File: config.mk
export PLATFORM = sky130hd
export DESIGN_NAME = aes_serial_bridge_flat
export DESIGN_NICKNAME = d
export VERILOG_FILES = /design/src/rtl/aes_bridge_pkg.sv /design/src/rtl/aes_serial_bridge_if.sv /design/src/rtl/lane_shifter.sv /design/src/rtl/aes_serial_bridge.sv /design/src/flat_wrapper.sv
export SDC_FILE = /design/constraint.sdc
export NUM_CORES = 1
export LEC_CHECK = 0
export BUFFER_PORTS_ARGS = -buffer_cell sky130_fd_sc_hd__buf_2
export CAP_MARGIN = 20
export CORE_ASPECT_RATIO = 0.8
export CORE_MARGIN = 2
export CORE_UTILIZATION = 57
export DETAILED_ROUTE_END_ITERATION = 10
export PLACE_DENSITY = 0.86
export SYNTH_ARGS = -nofsm -noshare
export SYNTH_HDL_FRONTEND = slang
export SYNTH_SLANG_ARGS = --single-unit
File: constraint.sdc
create_clock -name in_clk -period 2.7 [get_ports in_clk]
set_input_delay 0.405 -clock in_clk [delete_from_list [all_inputs] [get_ports in_clk]]
set_output_delay 0.405 -clock in_clk [all_outputs]
set_load 0.02 [all_outputs]
File: src/rtl/aes_bridge_pkg.sv
// Shared types and sizing helpers for the AES serial bridge.
package aes_bridge_pkg;

  typedef enum logic [2:0] {
    StIdle,
    StLoad,
    StStart,
    StWait,
    StShift
  } bridge_state_e;

  function automatic int unsigned msg_w(input int unsigned nb);
    return 32 * nb;
  endfunction

  function automatic int unsigned key_w(input int unsigned nk);
    return 32 * nk;
  endfunction

  function automatic int unsigned max_int(input int unsigned a, input int unsigned b);
    return (a > b) ? a : b;
  endfunction

endpackage

File: src/rtl/aes_serial_bridge_if.sv
// Handshake and data bundle between the serial world, the bridge and the AES slave.
// Parity signals are present only when SERIAL_PARITY_EN is defined.
interface aes_serial_bridge_if #(
  parameter int unsigned NB    = 4,
  parameter int unsigned NK    = 8,
  parameter int unsigned LANES = 1
);
  import aes_bridge_pkg::*;

  localparam int unsigned MsgW = msg_w(NB);
  localparam int unsigned KeyW = key_w(NK);

  logic             en;
  logic             in_valid;
  logic             in_ready;
  logic [LANES-1:0] in_real_msg;
  logic [LANES-1:0] in_real_key;
  logic             key_reload;
  logic [MsgW-1:0]  out_slave_msg;
  logic [KeyW-1:0]  out_slave_key;
  logic             mosi;
  logic             Miso;
  logic [MsgW-1:0]  in_slave_msg;
  logic [LANES-1:0] out_real_msg;
  logic             out_valid;
  logic             out_ready;
  logic             out_last;
  logic             key_loaded;
`ifdef SERIAL_PARITY_EN
  logic             in_par;
  logic             par_err;
  logic             out_par;
`endif

  // Bridge side
  modport slave (
    input  en, in_valid, in_real_msg, in_real_key, key_reload, Miso, in_slave_msg, out_ready,
`ifdef SERIAL_PARITY_EN
    input  in_par,
    output par_err, out_par,
`endif
    output in_ready, out_slave_msg, out_slave_key, mosi, out_real_msg, out_valid, out_last,
    output key_loaded
  );

  // Environment side
  modport master (
    output en, in_valid, in_real_msg, in_real_key, key_reload, Miso, in_slave_msg, out_ready,
`ifdef SERIAL_PARITY_EN
    output in_par,
    input  par_err, out_par,
`endif
    input  in_ready, out_slave_msg, out_slave_key, mosi, out_real_msg, out_valid, out_last,
    input  key_loaded
  );

endinterface

File: src/rtl/lane_shifter.sv
// LANES-wide shift register with parallel load; the same shift direction serves
// deserialising (lanes in) and reserialising (slice out) for a given bit order.
module lane_shifter #(
  parameter int unsigned W         = 128,
  parameter int unsigned LANES     = 1,
  parameter bit          MSB_FIRST = 1'b1
) (
  input  logic             i_clk,
  input  logic             i_rst_n,
  input  logic             i_en,
  input  logic             i_load,
  input  logic             i_shift,
  input  logic [W-1:0]     i_data,
  input  logic [LANES-1:0] i_lanes,
  output logic [W-1:0]     o_next,
  output logic [LANES-1:0] o_slice
);

  logic [W-1:0] r_data;
  logic [W-1:0] w_next;

  always_comb begin
    w_next = r_data;
    if (i_load) begin
      w_next = i_data;
    end else if (i_shift) begin
      if (MSB_FIRST) w_next = {r_data[W-LANES-1:0], i_lanes};
      else           w_next = {i_lanes, r_data[W-1:LANES]};
    end
  end

  always_ff @(posedge i_clk or negedge i_rst_n) begin
    if (!i_rst_n)  r_data <= '0;
    else if (i_en) r_data <= w_next;
  end

  // Value the register takes at the coming edge, so a parent can capture the final beat.
  assign o_next  = i_en ? w_next : r_data;
  assign o_slice = MSB_FIRST ? r_data[W-1 -: LANES] : r_data[LANES-1:0];

endmodule

File: src/rtl/aes_serial_bridge.sv
// Serial <-> parallel front-end for the AES slaves: loads message/key, strobes mosi,
// reserialises the result. Optional input/output parity with SERIAL_PARITY_EN.
module aes_serial_bridge #(
  parameter int unsigned NB        = 4,
  parameter int unsigned NK        = 8,
  parameter int unsigned LANES     = 1,
  parameter bit          MSB_FIRST = 1'b1
) (
  input  logic               in_clk,
  input  logic               rst,
  aes_serial_bridge_if.slave bus
);
  import aes_bridge_pkg::*;

  localparam int unsigned MsgW = msg_w(NB);
  localparam int unsigned KeyW = key_w(NK);
  localparam int unsigned Mb   = MsgW / LANES;
  localparam int unsigned Kb   = KeyW / LANES;
  localparam int unsigned MaxB = max_int(Mb, Kb);
  localparam int unsigned Cw   = $clog2(MaxB + 1);

  localparam logic [Cw-1:0] MbC     = Cw'(Mb);
  localparam logic [Cw-1:0] KbC     = Cw'(Kb);
  localparam logic [Cw-1:0] MbLast  = Cw'(Mb - 1);
  localparam logic [Cw-1:0] MaxLast = Cw'(MaxB - 1);

  bridge_state_e r_state, w_state_d;
  logic [Cw-1:0] r_cnt, w_cnt_d, w_idx, w_fl_last;
  logic          r_reload, r_key_loaded;
  logic [MsgW-1:0] r_slave_msg;
  logic [KeyW-1:0] r_slave_key;

  logic w_first, w_reload, w_in_ready, w_accept, w_msg_wr, w_key_wr, w_last_in;
  logic w_res_load, w_out_hs, w_out_last;
  logic [MsgW-1:0]  w_msg_next, w_res_next;
  logic [KeyW-1:0]  w_key_next;
  logic [LANES-1:0] w_msg_slice, w_key_slice, w_res_slice;
  logic             w_unused_ok;

  assign w_first    = (r_state == StIdle);
  assign w_in_ready = (r_state == StIdle) || (r_state == StLoad);
  assign w_accept   = bus.en && bus.in_valid && w_in_ready;
  // key_reload is only meaningful on the first beat; later beats use the latched copy.
  assign w_reload   = w_first ? bus.key_reload : r_reload;
  assign w_idx      = w_first ? '0 : r_cnt;
  assign w_fl_last  = w_reload ? MaxLast : MbLast;
  assign w_msg_wr   = w_accept && (w_idx < MbC);
  assign w_key_wr   = w_accept && w_reload && (w_idx < KbC);
  assign w_last_in  = w_accept && (w_idx == w_fl_last);
  assign w_res_load = bus.en && (r_state == StWait) && bus.Miso;
  assign w_out_last = (r_state == StShift) && (r_cnt == MbLast);
  assign w_out_hs   = bus.en && (r_state == StShift) && bus.out_ready;

  always_comb begin
    w_state_d = r_state;
    w_cnt_d   = r_cnt;
    unique case (r_state)
      StIdle, StLoad: begin
        if (w_accept) begin
          w_cnt_d   = w_idx + Cw'(1);
          w_state_d = w_last_in ? StStart : StLoad;
        end
      end
      StStart: w_state_d = StWait;
      StWait: begin
        if (w_res_load) begin
          w_state_d = StShift;
          w_cnt_d   = '0;
        end
      end
      StShift: begin
        if (w_out_hs) begin
          if (w_out_last) begin
            w_state_d = StIdle;
            w_cnt_d   = '0;
          end else begin
            w_cnt_d = r_cnt + Cw'(1);
          end
        end
      end
      default: begin
        w_state_d = StIdle;
        w_cnt_d   = '0;
      end
    endcase
  end

  // Slave buses capture on the last input beat so they are already valid while mosi is high.
  always_ff @(posedge in_clk or negedge rst) begin
    if (!rst) begin
      r_state      <= StIdle;
      r_cnt        <= '0;
      r_reload     <= 1'b0;
      r_key_loaded <= 1'b0;
      r_slave_msg  <= '0;
      r_slave_key  <= '0;
    end else if (bus.en) begin
      r_state <= w_state_d;
      r_cnt   <= w_cnt_d;
      if (w_accept && w_first) r_reload <= bus.key_reload;
      if (w_last_in) begin
        r_slave_msg <= w_msg_next;
        if (w_reload) begin
          r_slave_key  <= w_key_next;
          r_key_loaded <= 1'b1;
        end
      end
    end
  end

  lane_shifter #(.W(MsgW), .LANES(LANES), .MSB_FIRST(MSB_FIRST)) u_msg_in (
    .i_clk   (in_clk),
    .i_rst_n (rst),
    .i_en    (bus.en),
    .i_load  (1'b0),
    .i_shift (w_msg_wr),
    .i_data  ({MsgW{1'b0}}),
    .i_lanes (bus.in_real_msg),
    .o_next  (w_msg_next),
    .o_slice (w_msg_slice)
  );

  lane_shifter #(.W(KeyW), .LANES(LANES), .MSB_FIRST(MSB_FIRST)) u_key_in (
    .i_clk   (in_clk),
    .i_rst_n (rst),
    .i_en    (bus.en),
    .i_load  (1'b0),
    .i_shift (w_key_wr),
    .i_data  ({KeyW{1'b0}}),
    .i_lanes (bus.in_real_key),
    .o_next  (w_key_next),
    .o_slice (w_key_slice)
  );

  lane_shifter #(.W(MsgW), .LANES(LANES), .MSB_FIRST(MSB_FIRST)) u_res_out (
    .i_clk   (in_clk),
    .i_rst_n (rst),
    .i_en    (bus.en),
    .i_load  (w_res_load),
    .i_shift (w_out_hs),
    .i_data  (bus.in_slave_msg),
    .i_lanes ({LANES{1'b0}}),
    .o_next  (w_res_next),
    .o_slice (w_res_slice)
  );

  assign w_unused_ok = ^{w_msg_slice, w_key_slice, w_res_next};

  assign bus.in_ready      = w_in_ready;
  assign bus.mosi          = (r_state == StStart);
  assign bus.out_valid     = (r_state == StShift);
  assign bus.out_last      = w_out_last;
  assign bus.out_real_msg  = w_res_slice;
  assign bus.out_slave_msg = r_slave_msg;
  assign bus.out_slave_key = r_slave_key;
  assign bus.key_loaded    = r_key_loaded;

`ifdef SERIAL_PARITY_EN
  logic r_par_err;
  logic w_par_mismatch;

  assign w_par_mismatch = bus.in_par != ^(bus.in_real_msg ^ bus.in_real_key);

  // Sticky within a frame; the first beat of a frame restarts it.
  always_ff @(posedge in_clk or negedge rst) begin
    if (!rst)          r_par_err <= 1'b0;
    else if (w_accept) r_par_err <= w_par_mismatch | (r_par_err & ~w_first);
  end

  assign bus.par_err = r_par_err;
  assign bus.out_par = ^w_res_slice;
`endif

endmodule

File: src/flat_wrapper.sv
// flat-port wrapper written by rule: the top's interface ports become plain ports
module aes_serial_bridge_flat import aes_bridge_pkg::*;
#(
  parameter int unsigned NB        = 4,
  parameter int unsigned NK        = 8,
  parameter int unsigned LANES     = 1,
  parameter bit          MSB_FIRST = 1'b1
)
  (in_clk, rst, bus_en, bus_in_valid, bus_in_real_msg, bus_in_real_key, bus_key_reload, bus_Miso, bus_in_slave_msg, bus_out_ready, bus_in_ready, bus_out_slave_msg, bus_out_slave_key, bus_mosi, bus_out_real_msg, bus_out_valid, bus_out_last, bus_key_loaded);
  aes_serial_bridge_if #(.NB(NB), .NK(NK), .LANES(LANES)) bus_i ();
  input  logic in_clk;
  input  logic rst;
  input wire logic [$bits(bus_i.en)-1:0] bus_en;
  input wire logic [$bits(bus_i.in_valid)-1:0] bus_in_valid;
  input wire logic [$bits(bus_i.in_real_msg)-1:0] bus_in_real_msg;
  input wire logic [$bits(bus_i.in_real_key)-1:0] bus_in_real_key;
  input wire logic [$bits(bus_i.key_reload)-1:0] bus_key_reload;
  input wire logic [$bits(bus_i.Miso)-1:0] bus_Miso;
  input wire logic [$bits(bus_i.in_slave_msg)-1:0] bus_in_slave_msg;
  input wire logic [$bits(bus_i.out_ready)-1:0] bus_out_ready;
  output wire logic [$bits(bus_i.in_ready)-1:0] bus_in_ready;
  output wire logic [$bits(bus_i.out_slave_msg)-1:0] bus_out_slave_msg;
  output wire logic [$bits(bus_i.out_slave_key)-1:0] bus_out_slave_key;
  output wire logic [$bits(bus_i.mosi)-1:0] bus_mosi;
  output wire logic [$bits(bus_i.out_real_msg)-1:0] bus_out_real_msg;
  output wire logic [$bits(bus_i.out_valid)-1:0] bus_out_valid;
  output wire logic [$bits(bus_i.out_last)-1:0] bus_out_last;
  output wire logic [$bits(bus_i.key_loaded)-1:0] bus_key_loaded;
  assign bus_i.en = bus_en;
  assign bus_i.in_valid = bus_in_valid;
  assign bus_i.in_real_msg = bus_in_real_msg;
  assign bus_i.in_real_key = bus_in_real_key;
  assign bus_i.key_reload = bus_key_reload;
  assign bus_i.Miso = bus_Miso;
  assign bus_i.in_slave_msg = bus_in_slave_msg;
  assign bus_i.out_ready = bus_out_ready;
  assign bus_in_ready = bus_i.in_ready;
  assign bus_out_slave_msg = bus_i.out_slave_msg;
  assign bus_out_slave_key = bus_i.out_slave_key;
  assign bus_mosi = bus_i.mosi;
  assign bus_out_real_msg = bus_i.out_real_msg;
  assign bus_out_valid = bus_i.out_valid;
  assign bus_out_last = bus_i.out_last;
  assign bus_key_loaded = bus_i.key_loaded;
  aes_serial_bridge #(.NB(NB), .NK(NK), .LANES(LANES), .MSB_FIRST(MSB_FIRST)) u_core (.in_clk(in_clk), .rst(rst), .bus(bus_i));
endmodule
# ---- Word-level counts from Yosys, hierarchy flattened
# Index checks and enable logic that the tools add are counted.
dict set report op_classes {
  addsub 2
  magnitude_cmp 2
  eq_ne 10
  mux 18
  bitwise 1
  n_reduce_logical 22
}
# op count
set op_table {}
lappend op_table {{2-to-1 mux 128 bit} 3}
lappend op_table {{2-to-1 mux 256 bit} 1}
lappend op_table {{2-to-1 mux 9 bit} 5}
lappend op_table {{one-hot mux 9 bit (4 select lines)} 1}
lappend op_table {{adder 9 x 1 -> 9 bit (second input constant)} 2}
lappend op_table {{logical AND 1 bit} 12}
lappend op_table {{2-to-1 mux 3 bit} 4}
lappend op_table {{one-hot mux 3 bit (4 select lines)} 1}
lappend op_table {{AND reduction 5 bit} 2}
lappend op_table {{== test 9 x 7 -> 1 bit (second input constant)} 1}
lappend op_table {{== test 9 bit} 1}
lappend op_table {{< comparator 9 x 8 -> 1 bit (second input constant)} 1}
lappend op_table {{< comparator 9 bit (second input constant)} 1}
lappend op_table {{2-to-1 mux 8 bit} 1}
lappend op_table {{== test 3 x 2 -> 1 bit (second input constant)} 2}
lappend op_table {{!= test 2 x 1 -> 1 bit (second input constant)} 3}
lappend op_table {{AND reduction 2 bit} 3}
lappend op_table {{== test 3 x 1 -> 1 bit (second input constant)} 1}
lappend op_table {{== test 3 bit (second input constant)} 1}
lappend op_table {{logical NOT 3 bit} 1}
lappend op_table {{AND reduction 3 bit} 1}
lappend op_table {{2-to-1 mux 2 bit} 1}
lappend op_table {{!= test 2 bit (second input constant)} 1}
lappend op_table {{nonzero test 2 bit} 1}
lappend op_table {{other kinds (4)} 4}
dict set report totals {
  register_bits 910
  inputBits 137
}

# ---- Depth between registers and ports, before layout
# Gate-level depths: netlist (run 1).
dict set report logic_depth {
  ltp_word 8
  ltp_mapped 12
  mapped_depth_nobuf 8
}

# ---- Hierarchy
# Synthesis (run 1) repeated with hierarchy kept, for this count alone.
dict set report hier_totals {
  hier_cells 3039
  area_unflattened_um2 42558.3
}
# mod n_inst cells_each area_each_um2
set by_module_without_submodules {}
lappend by_module_without_submodules {aes_serial_bridge 1 1214 16529.6}
lappend by_module_without_submodules {{lane_shifter (u_core.u_msg_in ...)} 2 456 6520.0}
lappend by_module_without_submodules {{lane_shifter (u_core.u_key_in)} 1 913 12988.7}

# ---- Worst setup path before layout (run 1)
# Ideal clock, no wire load.
dict set report synth_path {
  path_type {register to register}
  from {register u_core.r_state[0]}
  to {register u_core.r_slave_key[135] (netlist: u_core.bus.out_slave_key[135])}
  setup_time_ns 0.077
  arrival_time_ns 2.373
  required_time_ns 2.623
  slack_ns 0.249
  path_stages_with_launch 13
  path_buffers 5
  cell_sequence {dfrtp_1 > buf_2 > or3_1 > buf_2 > and2_1 > ha_1 > nand4_1 > or4_1 > buf_2 > clkbuf_1 > clkbuf_1 > nand2_1 > o21ai_1}
}
dict set report synth_via {
  elab_chain_cells 6
}
# item line_no
set synth_rtl {}
lappend synth_rtl {{start: declaration} aes_serial_bridge.sv:27} ;# bridge_state_e r_state, w_state_d;
lappend synth_rtl {{start signal: assignment} aes_serial_bridge.sv:91} ;# r_state <= StIdle;
lappend synth_rtl {{start signal: assignment} aes_serial_bridge.sv:98} ;# r_state <= w_state_d;
lappend synth_rtl {{parallel branches: the longest is 6 deep, another holds < comparator 9 bit} -}
lappend synth_rtl {{end signal: assignment} aes_serial_bridge.sv:104} ;# r_slave_key <= w_key_next;
lappend synth_rtl {{end: declaration} aes_serial_bridge.sv:31} ;# logic [KeyW-1:0] r_slave_key;
# Several ways; the timed one is not identified.
# A chain may end at the register's enable or synchronous reset.

# ---- Final worst setup path (run 1)
dict set report layout_path {
  from {register u_core.r_cnt[0]}
  to {output port bus_out_last}
}
dict set report layout_via {
  elab_chain_cells 2
}
# item line_no
set layout_rtl {}
lappend layout_rtl {{start: declaration} aes_serial_bridge.sv:28} ;# logic [Cw-1:0] r_cnt, w_cnt_d, w_idx, w_fl_last;
lappend layout_rtl {{start signal: assignment} aes_serial_bridge.sv:99} ;# r_cnt <= w_cnt_d;
lappend layout_rtl {{== test 9 x 7 -> 1 bit} aes_serial_bridge.sv:51} ;# assign w_out_last = (r_state == StShift) && (r_cnt == MbLast);
lappend layout_rtl {{logical AND 1 bit} aes_serial_bridge.sv:51}
lappend layout_rtl {{end: declaration} flat_wrapper.sv:27} ;# output wire logic [$bits(bus_i.out_last)-1:0] bus_out_last;
# No other way between the ends.

==> results.md, run 1 <==
* FMAX at 388 MHz
* Top_reg_cell synth: dfrtp_1
* Part of the cycle the worst path needs at 0.954
* Clk Latency, worst-skew pair at 0.64 ns
* Drt pass-1 iters at 7
* Chip height at 224 um
* Placed Cells at 4455
* Worst setup SP type: register
* Distinct cells, synth at 42
* Final Wtd Congestion at 0.845
* Mean Syn Cell Area at 10.6 um^2
* Worst Hold Depth at 3
* # IOs at 527
* Clock share of power at 0.456
* Critical R2R Launch: u_core.r_state[0]
* Total wire length at 88.2 mm
* Critical-path maximum fanout at 5
* Sequential Area at 22700 um^2
* Ys async rst share at 1.00
* Post-DP HPWL at 56.0 mm
* H-Tree Level Count at 3
* Total power at 27.6 mW
* Syn Nets at 3409
* Fin area at 41500 um^2
* Combinational power share at 0.038
* Sw Pwr at 6.12 mW
* Seq pwr share at 0.506
* Crit path time final at 2.57 ns
* Post-CTS Setup Inserts at 0
* CP Data Required Time at 2.30 ns
* Clock Sinks at 909
* Register area share after synthesis at 0.657
* RSZ-0062 raised after global routing: no
* Largest net degree at the start of global routing at 131
* PD cells at 664 nW/um^2
* CTS Buf Count at 84
* Mapped Area at 34600 um^2
* Tightest Hold Check Type: primary input to register
* Element type at the critical path end: output pin
* Ys Warns at 0
* Max Slew Vio Count at 0
* Clk_skew at 0.0343 ns
* Internal at 21.4 mW
* Die area at 62800 um^2
* Cell Rows at 80
* Number of buffers added on ports at 526
* Footprint of the multi-input gates at 11000 um^2
* Setup TNS at 0 ns
* Run status: complete, no violations
* Total Nets Final at 3903
* Via density at 5.64
* Commonest non-fill, non-tap cell in the layout: nand2_1
* Share of post-route cells with drive strength above 1 at 0.240
* # fillers at 3932
* Crit Path Category: register to output pin
* Largest stage delay on the critical path at 0.41 ns
* Routed via count at 26000
* Syn Inst Count at 3270
* Core area at 59900 um^2
* Routed len/inst at 19.1 um
* Max transition margin at 0.546
* Area grow syn2layout at 19.8%
* Clk root buf: clkbuf_16
* Worst Max-Slew Pin Slew at 0.681 ns
* Cts hold-fix bufs at 2
* Leakage at 22.5 nW
* Clk slew on worst S/H paths at 0.06 ns
* Die span in x at 280 um
* Final hold vios at 0
* Vias in the first global route at 26200
* Initial antenna violation count at 11
* Max VDD drop at 580 uV
* CP max-delay cell: dfrtp_1
* First-pass GRT wire length at 140 mm
* Switching Share at 0.222
* ANT nets after route at 0
* Worst EP arrival at 2.17 ns
* Post-CTS sizing at 0
* Total global-route track usage at 0.281
* Setup violators final at 0
* Initial DRC Count at 2176
* Initial Util at 0.579
* Min-Delay Startpoint: bus_in_slave_msg[106]
* Final cell count without fillers at 4616
* Clock buffer depth at 3
* Hold path endpoint: u_core.u_res_out.r_data[106]
* EDFF count, synth at 0
* Synth Register Bits at 909
* Max Cap Viol at 0
* Worst R2R Path Depth at 8
* Most frequent cells in the layout: 1288 x nand2_1, 909 x dfrtp_1, 525 x buf_2
* CTS tree: done
* R2R setup slack at 0.17 ns
* Total gr overflow at 0
* DRC Markers at 0
* Crit-path cells: ha_1 > nor4bb_1 > nand2_1 > nor2_1 > buf_2
* Area post-placement at 38500 um^2
* Reg-to-reg endpoint: u_core.bus.out_slave_msg[39]
## synth_stat cells (2+ instances only)
| library cell | count | share of area |
|---|---|---|
| xor2_1 | 4 | 0.0010 |
| a21o_1 | 4 | 0.00087 |
| buf_2 | 64 | 0.0092 |
| o21ai_0 | 241 | 0.035 |
| mux2i_1 | 3 | 0.00087 |
| a41oi_1 | 2 | 0.00051 |
| nand2b_1 | 3 | 0.00054 |
| or2_2 | 3 | 0.00054 |
| mux2_1 | 98 | 0.032 |
| nand4_1 | 4 | 0.00072 |
| and3_1 | 4 | 0.00072 |
| inv_1 | 2 | 0.00022 |
| o21ai_1 | 22 | 0.0032 |
| nor2_1 | 136 | 0.015 |
| mux2_2 | 161 | 0.052 |
| a22o_1 | 3 | 0.00076 |
| nor3_1 | 4 | 0.00058 |
| dfrtp_1 | 909 | 0.66 |
| a21oi_1 | 7 | 0.0010 |
| buf_1 | 11 | 0.0012 |
| nor2b_1 | 5 | 0.00090 |
| o31ai_1 | 2 | 0.00043 |
| a32o_1 | 2 | 0.00058 |
| nand3_1 | 9 | 0.0013 |
| and2_1 | 3 | 0.00054 |
| clkbuf_1 | 122 | 0.013 |
| a31oi_1 | 129 | 0.023 |
| buf_6 | 11 | 0.0036 |
| nand2_1 | 1288 | 0.14 |
| ha_1 | 2 | 0.00072 |
## how the worst max path moves through the flow
| stage | startpoint | to | slack (ns) |
|---|---|---|---|
| global route | u_core.r_state[0] | u_core.bus.out_slave_msg[39] | 0.005 |
| global placement | u_core.r_state[1] | u_core.bus.out_slave_msg[38] | 0.31 |
| finish | u_core.r_cnt[0] | bus_out_last | 0.13 |
| CTS | u_core.r_cnt[0] | bus_out_last | 0.14 |
| detailed placement | u_core.r_state[0] | u_core.bus.out_slave_msg[39] | 0.20 |
| floorplan | u_core.r_state[0] | u_core.bus.out_slave_key[135] | 0.25 |
## metrics by stage
step | setup WS (ns) | hold WS, ns | util
3_5_place_dp | 0.199 | 0.448 | 0.644
3_3_place_gp | 0.305 | 0.445 | 0.644
4_1_cts | 0.141 | 0.00701 | 0.693
2_1_floorplan | 0.249 | 0.109 | -
5_1_grt | 0.00488 | 0.0318 | 0.693
6_report | 0.125 | 0.0472 | 0.693
## cell type report
type	count	share of cell area
timing repair buffer	616	0.0930
sequential	909	0.548
multi-input combinational	2151	0.264
antenna	9	0.000543
tap	779	0.0235
clock inverter	37	0.0134
clock buffer	113	0.0569
inverter	2	0.000181
## power groups by stage
stage	Clock [mW]	Combinational [mW]	Sequential (mW)
after floorplan	0	0.474	14.1
after CTS	12.7	1.07	13.9
final	12.6	1.05	13.9
after detailed placement	0	1.05	14.2
after global placement	0	1.02	14.2
after global routing	13.2	1.17	14.0
## sequential cells by signal (all words and copies together) (netlist names)
name	cells
u_core.u_res_out.r_data	128
u_core.r_state	3
u_core.r_cnt	9
u_core.u_key_in.r_data	255
u_core.bus.key_loaded	1
u_core.u_msg_in.r_data	128
u_core.bus.out_slave_key	256
u_core.bus.out_slave_msg	128
u_core.r_reload	1
## critical path: cells and delay by family (launching register included)
kind                       cells  cell delay (ns)
and+or+nand+nor                3             0.69
buffers and inverters          1             0.20
adders and majority gates      1             0.26
DFF                            1             0.41
## cells by family (layout without fill, tap and decap cells)
group | Yosys count | count (layout) | synth area share
other | 0 | 9 | 0
AOI/OAI and AO/OA | 417 | 417 | 0.0666
buffers and inverters | 210 | 768 | 0.0275
muxes | 262 | 262 | 0.0851
adders and majority gates | 2 | 2 | 0.000723
xor gates and xnor gates | 4 | 4 | 0.00101
and+or+nand+nor | 1466 | 1466 | 0.162
DFF | 909 | 909 | 0.657
## metal layers
layer | wire [um] | share of wire | vias up | global-route usage
li1 | - | - | 11700 | -
met1 | 35000 | 0.40 | 13000 | 0.363
met2 | 43600 | 0.49 | 1063 | 0.462
met3 | 5260 | 0.060 | 276 | 0.0501
met4 | 4390 | 0.050 | 2 | 0.139
met5 | 13 | 0.00015 | - | 0
Power figures use the tool's default switching activity.
==> run 2, diff against run 1 <==
--- a/config.mk
+++ b/config.mk
@@ -12,4 +12,5 @@
 export CORE_UTILIZATION = 57
 export DETAILED_ROUTE_END_ITERATION = 10
+export MAX_ROUTING_LAYER = met4
 export PLACE_DENSITY = 0.86
 export SYNTH_ARGS = -nofsm -noshare
==> constraint.sdc (replaced) <==
create_clock -name in_clk -period 2.7 [get_ports in_clk]
set_input_delay 0.405 -clock in_clk [delete_from_list [all_inputs] [get_ports in_clk]]
set_output_delay 0.405 -clock in_clk [all_outputs]
set_load 0.005 [all_outputs]
==> run 2 against run 1 <==
Sequential share of layout area barely moved. Via count barely moved. Hold slack improved by 0.0040 ns. Fmax rose by 2.3%. Non-clock buffer count did not move. Combinational power barely moved. Global-route usage rose by 0.92 points. Setup slack improved by 0.057 ns. Sequential cell count did not move. Largest power group unchanged.
==> results.md, run 2 (synthesis gave the netlist of run 1 again) <==
* Run status: complete, no violations (unchanged)
* Drt pass-1 iters at 6 (was 7)
* Area grow syn2layout at 19.9% (was 19.8%)
* # fillers at 3932 (unchanged)
* Hold slack at 0.0511 ns (was 0.0472 ns)
* ANT nets after route at 0 (unchanged)
* Tightest Hold Check Type: primary input to register (unchanged)
* CTS Buf Count at 84 (unchanged)
* Total power at 27.5 mW (was 27.6 mW)
* Clock buffer depth at 3 (unchanged)
* Footprint of the multi-input gates at 11000 um^2 (unchanged)
* RSZ-0062 raised after global routing: no (unchanged)
* Clk Latency, worst-skew pair at 0.63 ns (was 0.64 ns)
* CP Data Required Time at 3.20 ns (was 2.30 ns)
* Crit-path cells: or3_1 > and2_1 > ha_1 > nand3_1 > nor4_4 > buf_12 > buf_4 > mux2_1 (was ha_1 > nor4bb_1 > nand2_1 > nor2_1 > buf_2)
* CP max-delay cell: mux2_1 (was dfrtp_1)
* Clock Sinks at 909 (unchanged)
* PD cells at 664 nW/um^2 (about the same)
* Crit path time final at 2.52 ns (was 2.57 ns)
* Total global-route track usage at 0.290 (was 0.281)
* Via density at 5.63 (was 5.64)
* Initial Util at 0.579 (unchanged)
* # IOs at 527 (unchanged)
* Final hold vios at 0 (unchanged)
* Max transition margin at 0.550 (was 0.546)
* Total wire length at 88.1 mm (was 88.2 mm)
* Setup violators final at 0 (unchanged)
* Final Wtd Congestion at 0.858 (was 0.845)
* Commonest non-fill, non-tap cell in the layout: nand2_1 (unchanged)
* Die span in x at 280 um (unchanged)
* Cell Rows at 80 (unchanged)
* Clk_skew at 0.0354 ns (was 0.0343 ns)
* Number of buffers added on ports at 526 (unchanged)
* Crit Path Category: register to register (was register to output pin)
* Largest net degree at the start of global routing at 131 (unchanged)
* Max reg flops at 256 (unchanged)
* Max VDD drop at 575 uV (was 580 uV)
* Part of the cycle the worst path needs at 0.932 (was 0.954)
* Most frequent cells in the layout: 1288 x nand2_1, 909 x dfrtp_1, 525 x buf_2 (unchanged)
* Max Cap Viol at 0 (unchanged)
* Final Util at 0.693 (about the same)
* Die area at 62800 um^2 (unchanged)
* Clk root buf: clkbuf_16 (unchanged)
* Crit-path leading delay family: simple AND/OR/NAND/NOR gates (unchanged)
* Setup TNS at 0 ns (unchanged)
* Post-CTS Setup Inserts at 0 (unchanged)
* Sequential Area at 22700 um^2 (unchanged)
* Total Nets Final at 3903 (unchanged)
* Largest stage delay on the critical path at 0.37 ns (was 0.41 ns)
* Routed len/inst at 19.1 um (about the same)
* Leakage at 22.5 nW (unchanged)
* Setup WS pre-CTS at 0.199 ns (unchanged)
* Routed via count at 26000 (about the same)
* First-pass GRT wire length at 140 mm (about the same)
* Initial DRC Count at 2410 (was 2176)
* Initial antenna violation count at 11 (unchanged)
* Worst EP arrival at 3.02 ns (was 2.17 ns)
* Total gr overflow at 0 (unchanged)
* Core area at 59900 um^2 (unchanged)
* Setup ws final at 0.182 ns (was 0.125 ns)
* Element type at the critical path end: register (was output pin)
* Crit path buf inv count at 2 (was 1)
* CTS tree: done (unchanged)
* Vias in the first global route at 26200 (about the same)
* Clk slew on worst S/H paths at 0.06 ns (about the same)
* FMAX at 397 MHz (was 388 MHz)
* DRC Markers at 0 (unchanged)
* Share of post-route cells with drive strength above 1 at 0.240 (unchanged)
* H-Tree Level Count at 3 (unchanged)
* Worst Max-Slew Pin Slew at 0.675 ns (was 0.681 ns)
* Chip height at 224 um (unchanged)
* Worst setup SP type: register (unchanged)
* Max Slew Vio Count at 0 (unchanged)
* Critical-path maximum fanout at 29 (was 5)
* Post-DP HPWL at 56.0 mm (unchanged)
run 2: tightest hold or removal path: stages:
cell     delay, ns
buf_2         0.10
nor2_1        0.09
a31oi_1       0.05
run 2: final cells by class:
class	count	area share
clock buffer	113	0.0569
multi-input combinational	2151	0.264
sequential	909	0.548
clock inverter	37	0.0134
inverter	2	0.000181
timing repair buffer	616	0.0930
antenna	11	0.000663
tap	779	0.0235
run 2: timing repair:
action                                 in CTS  in global routing
resized for setup                           0                  0
hold buffers                                2                  0
endpoints found under the hold margin      38                  0
run 2: power by group:
part,internal (mW),switching (mW)
clock,7.26,5.29
sequential,13.8,0.152
combinational,0.386,0.663
total,21.4,6.10
run 2: worst paths after layout:
check                                 startpoint                            end  slack, ns  cells after the start
min in group asynchronous                    rst  u_core.bus.out_slave_key[230]       0.39                      2
hold reg to reg            u_core.bus.key_loaded          u_core.bus.key_loaded       0.47                      1
max in group asynchronous                    rst     u_core.u_msg_in.r_data[59]       1.35                      4
hold / removal               bus_in_slave_msg[2]     u_core.u_res_out.r_data[2]       0.05                      3
setup / recovery               u_core.r_state[0]   u_core.bus.out_slave_msg[39]       0.18                      8
setup reg to reg               u_core.r_state[0]   u_core.bus.out_slave_msg[39]       0.18                      8
run 2: per-layer routing:
| layer | up-vias | routed length (um) | track usage |
|---|---|---|---|
| met5 | - | 0 | - |
| met1 | 13000 | 35000 | 0.366 |
| met2 | 1041 | 43400 | 0.461 |
| li1 | 11700 | - | - |
| met4 | 0 | 4530 | 0.141 |
| met3 | 293 | 5230 | 0.0489 |
run 2: through the flow:
step | cell area (um^2) | std cells
after floorplan | 34600 | 3270
after global placement | 38500 | 4455
after detailed placement | 38500 | 4455
after CTS | 41500 | 4607
after global routing | 41500 | 4617
final | 41500 | 4618
